$ cat config.mk
export PLATFORM = sky130hd
export DESIGN_NAME = br_flow_join_multihot_flat
export DESIGN_NICKNAME = d
export VERILOG_FILES = /design/src/rtl/br_flow_join_multihot_pkg.sv /design/src/rtl/br_flow_join_multihot_if.sv /design/src/rtl/br_flow_join_multihot_lane.sv /design/src/rtl/br_flow_join_multihot.sv /design/src/flat_wrapper.sv
export SDC_FILE = /design/constraint.sdc
export NUM_CORES = 1
export LEC_CHECK = 0
export CAP_MARGIN = 0
export CORE_AREA = 2 2 39 41
export DETAILED_ROUTE_END_ITERATION = 8
export DIE_AREA = 0 0 41 43
export PLACE_DENSITY = 0.65
export SLEW_MARGIN = 20
export SYNTH_ARGS = -nofsm -noshare
export SYNTH_HDL_FRONTEND = slang
export SYNTH_SLANG_ARGS = --single-unit
$ cat constraint.sdc
create_clock -name clk -period 2.35 [get_ports clk]
set_input_delay 0.47 -clock clk [delete_from_list [all_inputs] [get_ports clk]]
set_output_delay 0.47 -clock clk [all_outputs]
set_load 0.02 [all_outputs]
$ cat src/rtl/br_flow_join_multihot_pkg.sv
// Shared defaults for the multihot join block and its interface.
package br_flow_join_multihot_pkg;

  localparam int DefaultNumFlows = 2;
  localparam int DefaultWidth    = 1;

endpackage

$ cat src/rtl/br_flow_join_multihot_if.sv
// Handshake bundle for the multihot join: select flow, per-flow push, combined pop.
interface br_flow_join_multihot_if
  import br_flow_join_multihot_pkg::*;
#(
  parameter int NumFlows = DefaultNumFlows,
  parameter int Width    = DefaultWidth
);

  logic                             select_ready;
  logic                             select_valid;
  logic [NumFlows-1:0]              select_multihot;
  logic [NumFlows-1:0]              push_ready;
  logic [NumFlows-1:0]              push_valid;
  logic [NumFlows-1:0][Width-1:0]   push_data;
  logic                             pop_ready;
  logic                             pop_valid;
  logic [NumFlows-1:0]              pop_mask;
  logic [NumFlows-1:0][Width-1:0]   pop_data;

  // Producer/consumer side of the join.
  modport master (
    input  select_ready,
    output select_valid,
    output select_multihot,
    input  push_ready,
    output push_valid,
    output push_data,
    output pop_ready,
    input  pop_valid,
    input  pop_mask,
    input  pop_data
  );

  // The join block itself.
  modport slave (
    output select_ready,
    input  select_valid,
    input  select_multihot,
    output push_ready,
    input  push_valid,
    input  push_data,
    input  pop_ready,
    output pop_valid,
    output pop_mask,
    output pop_data
  );

endinterface

$ cat src/rtl/br_flow_join_multihot_lane.sv
// One push lane of the join: captures a single beat per transaction and
// remembers that it has done so until the next select clears it.
module br_flow_join_multihot_lane #(
  parameter int Width = 1
) (
  input  logic             clk,
  input  logic             rst,
  input  logic             clear,
  input  logic             collect,
  input  logic             sel,
  input  logic             push_valid,
  input  logic [Width-1:0] push_data,
  output logic             push_ready,
  output logic             accepted,
  output logic             got,
  output logic [Width-1:0] data
);

  logic             got_q;
  logic [Width-1:0] data_q;

  // Only a selected lane that has not yet captured its beat may accept.
  assign push_ready = collect & sel & ~got_q;
  assign accepted   = push_valid & push_ready;
  assign got        = got_q;
  assign data       = data_q;

  // Got flag: set on capture, dropped on reset or when a new select arrives.
  // NOTE: sequential state is always written with <= so every flop samples
  // pre-edge values regardless of block evaluation order.
  always_ff @(posedge clk) begin
    if (rst || clear) begin
      got_q <= 1'b0;
    end else if (accepted) begin
      got_q <= 1'b1;
    end
  end

  // Captured beat.
  // NOTE: the data register is deliberately left without reset; stale contents
  // are never visible because the top masks pop_data by state and select.
  always_ff @(posedge clk) begin
    if (accepted) begin
      data_q <= push_data;
    end
  end

endmodule

$ cat src/rtl/br_flow_join_multihot.sv
// Multihot join: gathers one beat from every flow named by the select, then
// presents them as a single registered, stable pop beat.
module br_flow_join_multihot
  import br_flow_join_multihot_pkg::*;
#(
  parameter int NumFlows                  = DefaultNumFlows,
  parameter int Width                     = DefaultWidth,
  parameter bit EnableAssertFinalNotValid = 1'b1
) (
  input logic                    clk,
  input logic                    rst,
  br_flow_join_multihot_if.slave bus
);

  typedef enum logic [1:0] {
    StIdle,
    StCollect,
    StDrain
  } state_e;

  state_e                         state_q;
  logic [NumFlows-1:0]            sel_q;
  logic [NumFlows-1:0]            lane_push_ready;
  logic [NumFlows-1:0]            lane_accepted;
  logic [NumFlows-1:0]            lane_got;
  logic [NumFlows-1:0][Width-1:0] lane_data;
  logic [NumFlows-1:0][Width-1:0] pop_data;
  logic                           select_ready;
  logic                           select_fire;
  logic                           collect;
  logic                           drain;
  logic                           done;

  assign collect     = (state_q == StCollect);
  assign drain       = (state_q == StDrain);
  assign select_fire = bus.select_valid & select_ready;
  // Pushes landing this cycle count, so a full set of valids completes in one cycle.
  assign done        = collect && ((lane_got | lane_accepted) == sel_q);

  for (genvar i = 0; i < NumFlows; i++) begin : gen_lane
    br_flow_join_multihot_lane #(
      .Width (Width)
    ) u_lane (
      .clk        (clk),
      .rst        (rst),
      .clear      (select_fire),
      .collect    (collect),
      .sel        (sel_q[i]),
      .push_valid (bus.push_valid[i]),
      .push_data  (bus.push_data[i]),
      .push_ready (lane_push_ready[i]),
      .accepted   (lane_accepted[i]),
      .got        (lane_got[i]),
      .data       (lane_data[i])
    );
  end

  // Select is open when idle, and in drain only alongside a pop (back-to-back).
  // NOTE: every variable driven here gets a default first so no latch is inferred.
  always_comb begin
    select_ready = 1'b0;
    unique case (state_q)
      StIdle:  select_ready = 1'b1;
      StDrain: select_ready = bus.pop_ready;
      default: select_ready = 1'b0;
    endcase
  end

  // Pop lanes carry captured data only while draining and only where selected.
  always_comb begin
    pop_data = '0;
    for (int i = 0; i < NumFlows; i++) begin
      if (drain && sel_q[i]) begin
        pop_data[i] = lane_data[i];
      end
    end
  end

  assign bus.select_ready = select_ready;
  assign bus.push_ready   = lane_push_ready;
  assign bus.pop_valid    = drain;
  assign bus.pop_mask     = drain ? sel_q : '0;
  assign bus.pop_data     = pop_data;

  // Transaction sequencer: latch select, wait for all selected beats, hold pop.
  always_ff @(posedge clk) begin
    if (rst) begin
      state_q <= StIdle;
      sel_q   <= '0;
    end else begin
      unique case (state_q)
        StIdle: begin
          if (bus.select_valid) begin
            sel_q   <= bus.select_multihot;
            state_q <= StCollect;
          end
        end
        StCollect: begin
          if (done) begin
            state_q <= StDrain;
          end
        end
        StDrain: begin
          if (bus.pop_ready) begin
            if (bus.select_valid) begin
              sel_q   <= bus.select_multihot;
              state_q <= StCollect;
            end else begin
              state_q <= StIdle;
            end
          end
        end
        default: state_q <= StIdle;
      endcase
    end
  end

`ifndef SYNTHESIS
  // Upstream obligations.
  a_select_nonzero: assert property (@(posedge clk) disable iff (rst)
    bus.select_valid |-> (bus.select_multihot != '0));
  a_select_stable: assert property (@(posedge clk) disable iff (rst)
    bus.select_valid && !bus.select_ready |=>
      bus.select_valid && $stable(bus.select_multihot));

  for (genvar i = 0; i < NumFlows; i++) begin : gen_push_chk
    a_push_stable: assert property (@(posedge clk) disable iff (rst)
      bus.push_valid[i] && !bus.push_ready[i] |=>
        bus.push_valid[i] && $stable(bus.push_data[i]));
  end

  // Block guarantees.
  a_pop_stable: assert property (@(posedge clk) disable iff (rst)
    bus.pop_valid && !bus.pop_ready |=>
      bus.pop_valid && $stable(bus.pop_mask) && $stable(bus.pop_data));
  a_pop_mask_nonzero: assert property (@(posedge clk) disable iff (rst)
    bus.pop_valid |-> (bus.pop_mask != '0));
  a_push_ready_legal: assert property (@(posedge clk) disable iff (rst)
    (bus.push_ready & ~(sel_q & ~lane_got)) == '0);

  // Nothing may be left in flight when simulation ends.
  final begin
    if (EnableAssertFinalNotValid) begin
      a_final_select: assert (!bus.select_valid);
      a_final_push:   assert (bus.push_valid == '0);
      a_final_pop:    assert (!bus.pop_valid);
    end
  end
`endif

endmodule
$ cat src/flat_wrapper.sv
// flat-port wrapper written by rule: the top's interface ports become plain ports
module br_flow_join_multihot_flat import br_flow_join_multihot_pkg::*;
#(
  parameter int NumFlows                  = DefaultNumFlows,
  parameter int Width                     = DefaultWidth,
  parameter bit EnableAssertFinalNotValid = 1'b1
)
  (clk, rst, bus_select_ready, bus_select_valid, bus_select_multihot, bus_push_ready, bus_push_valid, bus_push_data, bus_pop_ready, bus_pop_valid, bus_pop_mask, bus_pop_data);
  br_flow_join_multihot_if #(.NumFlows(NumFlows), .Width(Width)) bus_i ();
  input logic clk;
  input logic rst;
  output wire logic [$bits(bus_i.select_ready)-1:0] bus_select_ready;
  input wire logic [$bits(bus_i.select_valid)-1:0] bus_select_valid;
  input wire logic [$bits(bus_i.select_multihot)-1:0] bus_select_multihot;
  output wire logic [$bits(bus_i.push_ready)-1:0] bus_push_ready;
  input wire logic [$bits(bus_i.push_valid)-1:0] bus_push_valid;
  input wire logic [$bits(bus_i.push_data)-1:0] bus_push_data;
  input wire logic [$bits(bus_i.pop_ready)-1:0] bus_pop_ready;
  output wire logic [$bits(bus_i.pop_valid)-1:0] bus_pop_valid;
  output wire logic [$bits(bus_i.pop_mask)-1:0] bus_pop_mask;
  output wire logic [$bits(bus_i.pop_data)-1:0] bus_pop_data;
  assign bus_select_ready = bus_i.select_ready;
  assign bus_i.select_valid = bus_select_valid;
  assign bus_i.select_multihot = bus_select_multihot;
  assign bus_push_ready = bus_i.push_ready;
  assign bus_i.push_valid = bus_push_valid;
  assign bus_i.push_data = bus_push_data;
  assign bus_i.pop_ready = bus_pop_ready;
  assign bus_pop_valid = bus_i.pop_valid;
  assign bus_pop_mask = bus_i.pop_mask;
  assign bus_pop_data = bus_i.pop_data;
  br_flow_join_multihot #(.NumFlows(NumFlows), .Width(Width), .EnableAssertFinalNotValid(EnableAssertFinalNotValid)) u_core (.clk(clk), .rst(rst), .bus(bus_i));
endmodule
* Word level (Yosys, flattened, before mapping) *
Cells that the tools add are included.

word-level totals
  output and inout port bits = 8
  register bits = 8
  bits of input ports = 10
  memories kept = 0
  logic and storage cells = 42
  RAM bits = 0
  latch bits = 0
  memory bits (read-only) = 0

cells by class
  multiply operators = 0
  eq/ne operators = 6
  add/sub/neg operators = 0
  shift operators = 0
  divide/modulo/power cells = 0
  multiplexer cells = 12
  reductions and logical operators = 8
  magnitude comparators = 0
  bitwise operators = 10

operators with widths
  operator              count
  $mux W2               6
  $and A1 B1 Y1         7
  $ne A2 B2 Y1 const B  3
  $pmux W2 S3           1
  $pmux W2 S2           1
  $logic_and A1 B1 Y1   3
  $mux W1               3
  $reduce_and A3 Y1     1
  $eq A2 B1 Y1 const B  1
  $eq A2 B2 Y1          1
  $eq A2 B2 Y1 const B  1
  $logic_not A2 Y1      1
  $not A1 Y1            2
  $or A2 B2 Y2          1
  $pmux W1 S2           1
  $reduce_and A2 Y1     1
  $reduce_bool A2 Y1    1
  $logic_or A1 B1 Y1    1

* Logic depth before layout (Yosys ltp) *
  depth after elaboration = 9
  depth in mapped cells = 5
  mapped depth without buffers = 3

* Cells and area by module *
Synthesis repeated with hierarchy kept, for this count alone.

unflattened totals
  cell total of the unflattened synthesis = 47
  area total of the unflattened synthesis = 430.4 sq um

modules (own cells, without submodules)
  module                      area each (sq um)  instances  cells an instance  seq. area each (sq um)
  br_flow_join_multihot       267.8              1          33                 80.1
  br_flow_join_multihot_lane  81.3               2          7                  50.0

* Least setup slack after synthesis *
Ideal clock, no wire load.

  path type = reg-to-output
  from = register u_core.state_q[1]
  to = output port bus_pop_data[0]
  cell stages (with the launch flop) = 4
  path slack = 729 ps
  required time = 1880 ps
  arrival = 1151 ps
  buffers on the path = 0
  path through = dfxtp_1 inv_1 nor2_1 and3_1

on the way
  word-level cells in the longest chain between the ends = 3

RTL lines
  what                      RTL line                      source
  start: declaration        br_flow_join_multihot.sv:21   state_e state_q;
  start signal: assignment  br_flow_join_multihot.sv:88   state_q <= StIdle;
  start signal: assignment  br_flow_join_multihot.sv:95   state_q <= StCollect;
  start signal: assignment  br_flow_join_multihot.sv:100  state_q <= StDrain;
  $eq A2 B2 Y1              br_flow_join_multihot.sv:35   assign drain = (state_q == StDrain);
  via bus_pop_valid         flat_wrapper.sv:19            output wire logic [$bits(bus_i.pop_valid)-1:0] bus_pop_valid;
  $logic_and A1 B1 Y1       br_flow_join_multihot.sv:73   if (drain && sel_q[i]) begin
  $mux W1                   br_flow_join_multihot.sv:73
  end: declaration          flat_wrapper.sv:21            output wire logic [$bits(bus_i.pop_data)-1:0] bus_pop_data;

The timed path passes the listed nets, and every way through them passes these cells.

* Worst setup path after layout *
  from = register u_core.state_q[1]
  to = output port bus_pop_data[0]

on the way
  word-level cells in the longest chain between the ends = 3

RTL lines
  what                 RTL line
  $eq A2 B2 Y1         br_flow_join_multihot.sv:35
  $logic_and A1 B1 Y1  br_flow_join_multihot.sv:73
  $mux W1              br_flow_join_multihot.sv:73

Every way passes these cells.

==> results_dict.tcl <==
set metrics [dict create \
    status "complete, no violations" \
    final_common_cell "clkdlybuf4s50_1" \
    vias 422 \
    fin_crit_ns 2.24 \
    finalSetupViolCount 0 \
    critical_path_arrival_ns 1.77 \
    avgSynthCellArea_sq_um 9.06 \
    netlist_area_sq_um 453 \
    die_y_microns 43 \
    grt_max_degree 9 \
    most-common-layout-cells "clkdlybuf4s50_1, nor2_1, dfxtp_1" \
    crit_path_end_kind "output port" \
    hold_viol 0 \
    dp_hpwl_microns 724 \
    cts_tree "built" \
    synth_seq_cells 8 \
    cts_buffers 3 \
    postCtsSetupBuffers 0 \
    cp_max_fo 7 \
    viasPerCell 4.96 \
    rows 14 \
    grt_pass1_wl_mm 1.44 \
    drt-pass1-iter-count 3 \
    hold_start "u_core.sel_q[1]" \
    wl_microns 944 \
    drc 0 \
    maxCapViolCount 0 \
    crit_start "u_core.state_q[1]" \
    post-route-period-util_pct 95.5 \
    drt_iter0_markers 4 \
    ys_types 20 \
    rsz0062_at_grt "no" \
    syn-num-nets 60 \
    areaGrowthSynthToFinish_pct 44.8 \
    utilization_pct 47.4 \
    cp.required_ns 1.88 \
    ys_seq_area_share_pct 39.8 \
    grt_usage_pct 12.0 \
    rr_startpoint "u_core.state_q[1]" \
    p_total_w 0.000333 \
    internal_power_w 0.000248 \
    hold_class "register to register" \
    ctsHtreeMaxLevel 1 \
    coreArea_sq_um 1380 \
    grt_pass1_vias 378 \
    syn_inst 50 \
    swShare_pct 25.5 \
    clkLatencyLatePin_ns 0.25 \
    io_buffer_count 17 \
    p_clk_share_pct 33.6 \
    power_frac_seq_pct 47.1 \
    fmax_mhz 446 \
    drive_gt1_share_pct 10.1 \
    dieArea_sq_um 1760 \
    slew_violations 0 \
    avgRoutedWirePerCell_microns 11.1 \
    cts_buffer_depth 2 \
    boundaryPins 18 \
    clk_pin_slew_ns 0.05 \
    switching_power_w 0.0000847 \
    yosysWarnings 0 \
    fin_tns_setup_ns 0 \
    slew_headroom_pct 74.2 \
    critPathLaunchType "register" \
    overflow 0 \
    antennaDiodeCount 0 \
    antenna_found_initial 0 \
    tightest_slew_ns 0.384 \
    cts-root-buf "clkbuf_4" \
    initial_core_util_pct 32.7 \
    cts_sinks 8 \
    layout.nets 80 \
    fin_skew_ns 0.00596 \
    critPathKind "register to output port" \
    comb_power_share_pct 19.4 \
    gp_congestion 0.709 \
    drtAntennaViolNets 0 \
    ir_drop_v 0.000190 \
    die_x_microns 41 \
    leakage_nw 0.267 \
    p_per_area_nw_per_um2 507 \
]
logic make-up after synthesis:
group,share of synthesized area (%)
DFF,39.8
and+or+nand+nor,32.3
AOI/OAI and AO/OA,19.6
buffers and inverters,8.29
area by class of cell:
class	count	area, sq um
Clock buffer	4	26.3
Fill cell	140	728
Sequential cell	8	181
Inverter	4	15.0
Timing Repair Buffer	18	178
Tap cell	16	20.0
Multi-Input combinational cell	35	235
worst paths after layout:
kind | slack (ns) | depth (start not counted) | endpoint
max | 0.11 | 4 | bus_pop_data[0]
min | 0.55 | 2 | u_core.sel_q[1]
max reg2reg | 1.06 | 3 | u_core.gen_lane[0].u_lane.data
min reg2reg | 0.55 | 2 | u_core.sel_q[1]
worst max-delay path: stages, from the launching register on:
cell and delay [ns]:
dfxtp_1 0.42, inv_1 0.10, nor2_1 0.23, and3_1 0.18, clkdlybuf4s50_1 0.59
metrics by stage:
stage / hold WS (ns) / cells / cell area, sq um / setup WS (ns)
2_1_floorplan: 0.489 / 50 / 453 / 0.729
3_3_place_gp: 0.547 / 81 / 628 / 0.171
3_5_place_dp: 0.537 / 81 / 628 / 0.146
4_1_cts: 0.546 / 85 / 654 / 0.0735
5_1_grt: 0.577 / 85 / 656 / 0.0222
6_report: 0.545 / 85 / 656 / 0.107
synth_stat cells:
cell / n / area (sq um)
a2111oi_2: 1 / 15.0
a21oi_1: 2 / 10.0
a31oi_1: 2 / 12.5
a32o_1: 1 / 10.0
and2b_1: 2 / 15.0
and3_1: 4 / 25.0
buf_4: 3 / 22.5
dfxtp_1: 6 / 120
edfxtp_1: 2 / 60.1
inv_1: 4 / 15.0
nand2_1: 2 / 7.51
nand2b_1: 1 / 6.26
nand3b_4: 1 / 20.0
nor2_1: 5 / 18.8
nor2b_1: 3 / 18.8
nor3_1: 4 / 20.0
nor3b_1: 2 / 15.0
o2111ai_1: 2 / 17.5
o2bb2ai_1: 1 / 8.76
o31ai_1: 2 / 15.0
metal layers:
layer / up-vias / global-route usage, % / wire length, microns
li1: 222 / - / -
met1: 187 / 14.7 / 446
met2: 11 / 18.4 / 455
met3: 2 / 3.14 / 30
met4: 0 / 6.00 / 10
met5: - / 0 / 0
registers in the layout (all words and copies together) (netlist names):
signal,cells
u_core.gen_lane.u_lane.data,2
u_core.gen_lane.u_lane.got,2
u_core.state_q,2
u_core.sel_q,2
power by group through the flow:
stage / clock [W] / combinational (W) / sequential, W
after CTS: 0.000116 / 0.0000650 / 0.000156
after global routing: 0.000124 / 0.0000701 / 0.000157
final: 0.000112 / 0.0000644 / 0.000157
after global placement: 0 / 0.0000646 / 0.000159
after floorplan: 0 / 0.0000380 / 0.000154
after detailed placement: 0 / 0.0000647 / 0.000159
timing repair:
action	in CTS	in global routing
gates resized for setup	0	1
hold buffers	0	0
setup endpoints to repair	0	1
Power figures use the tool's default switching activity.
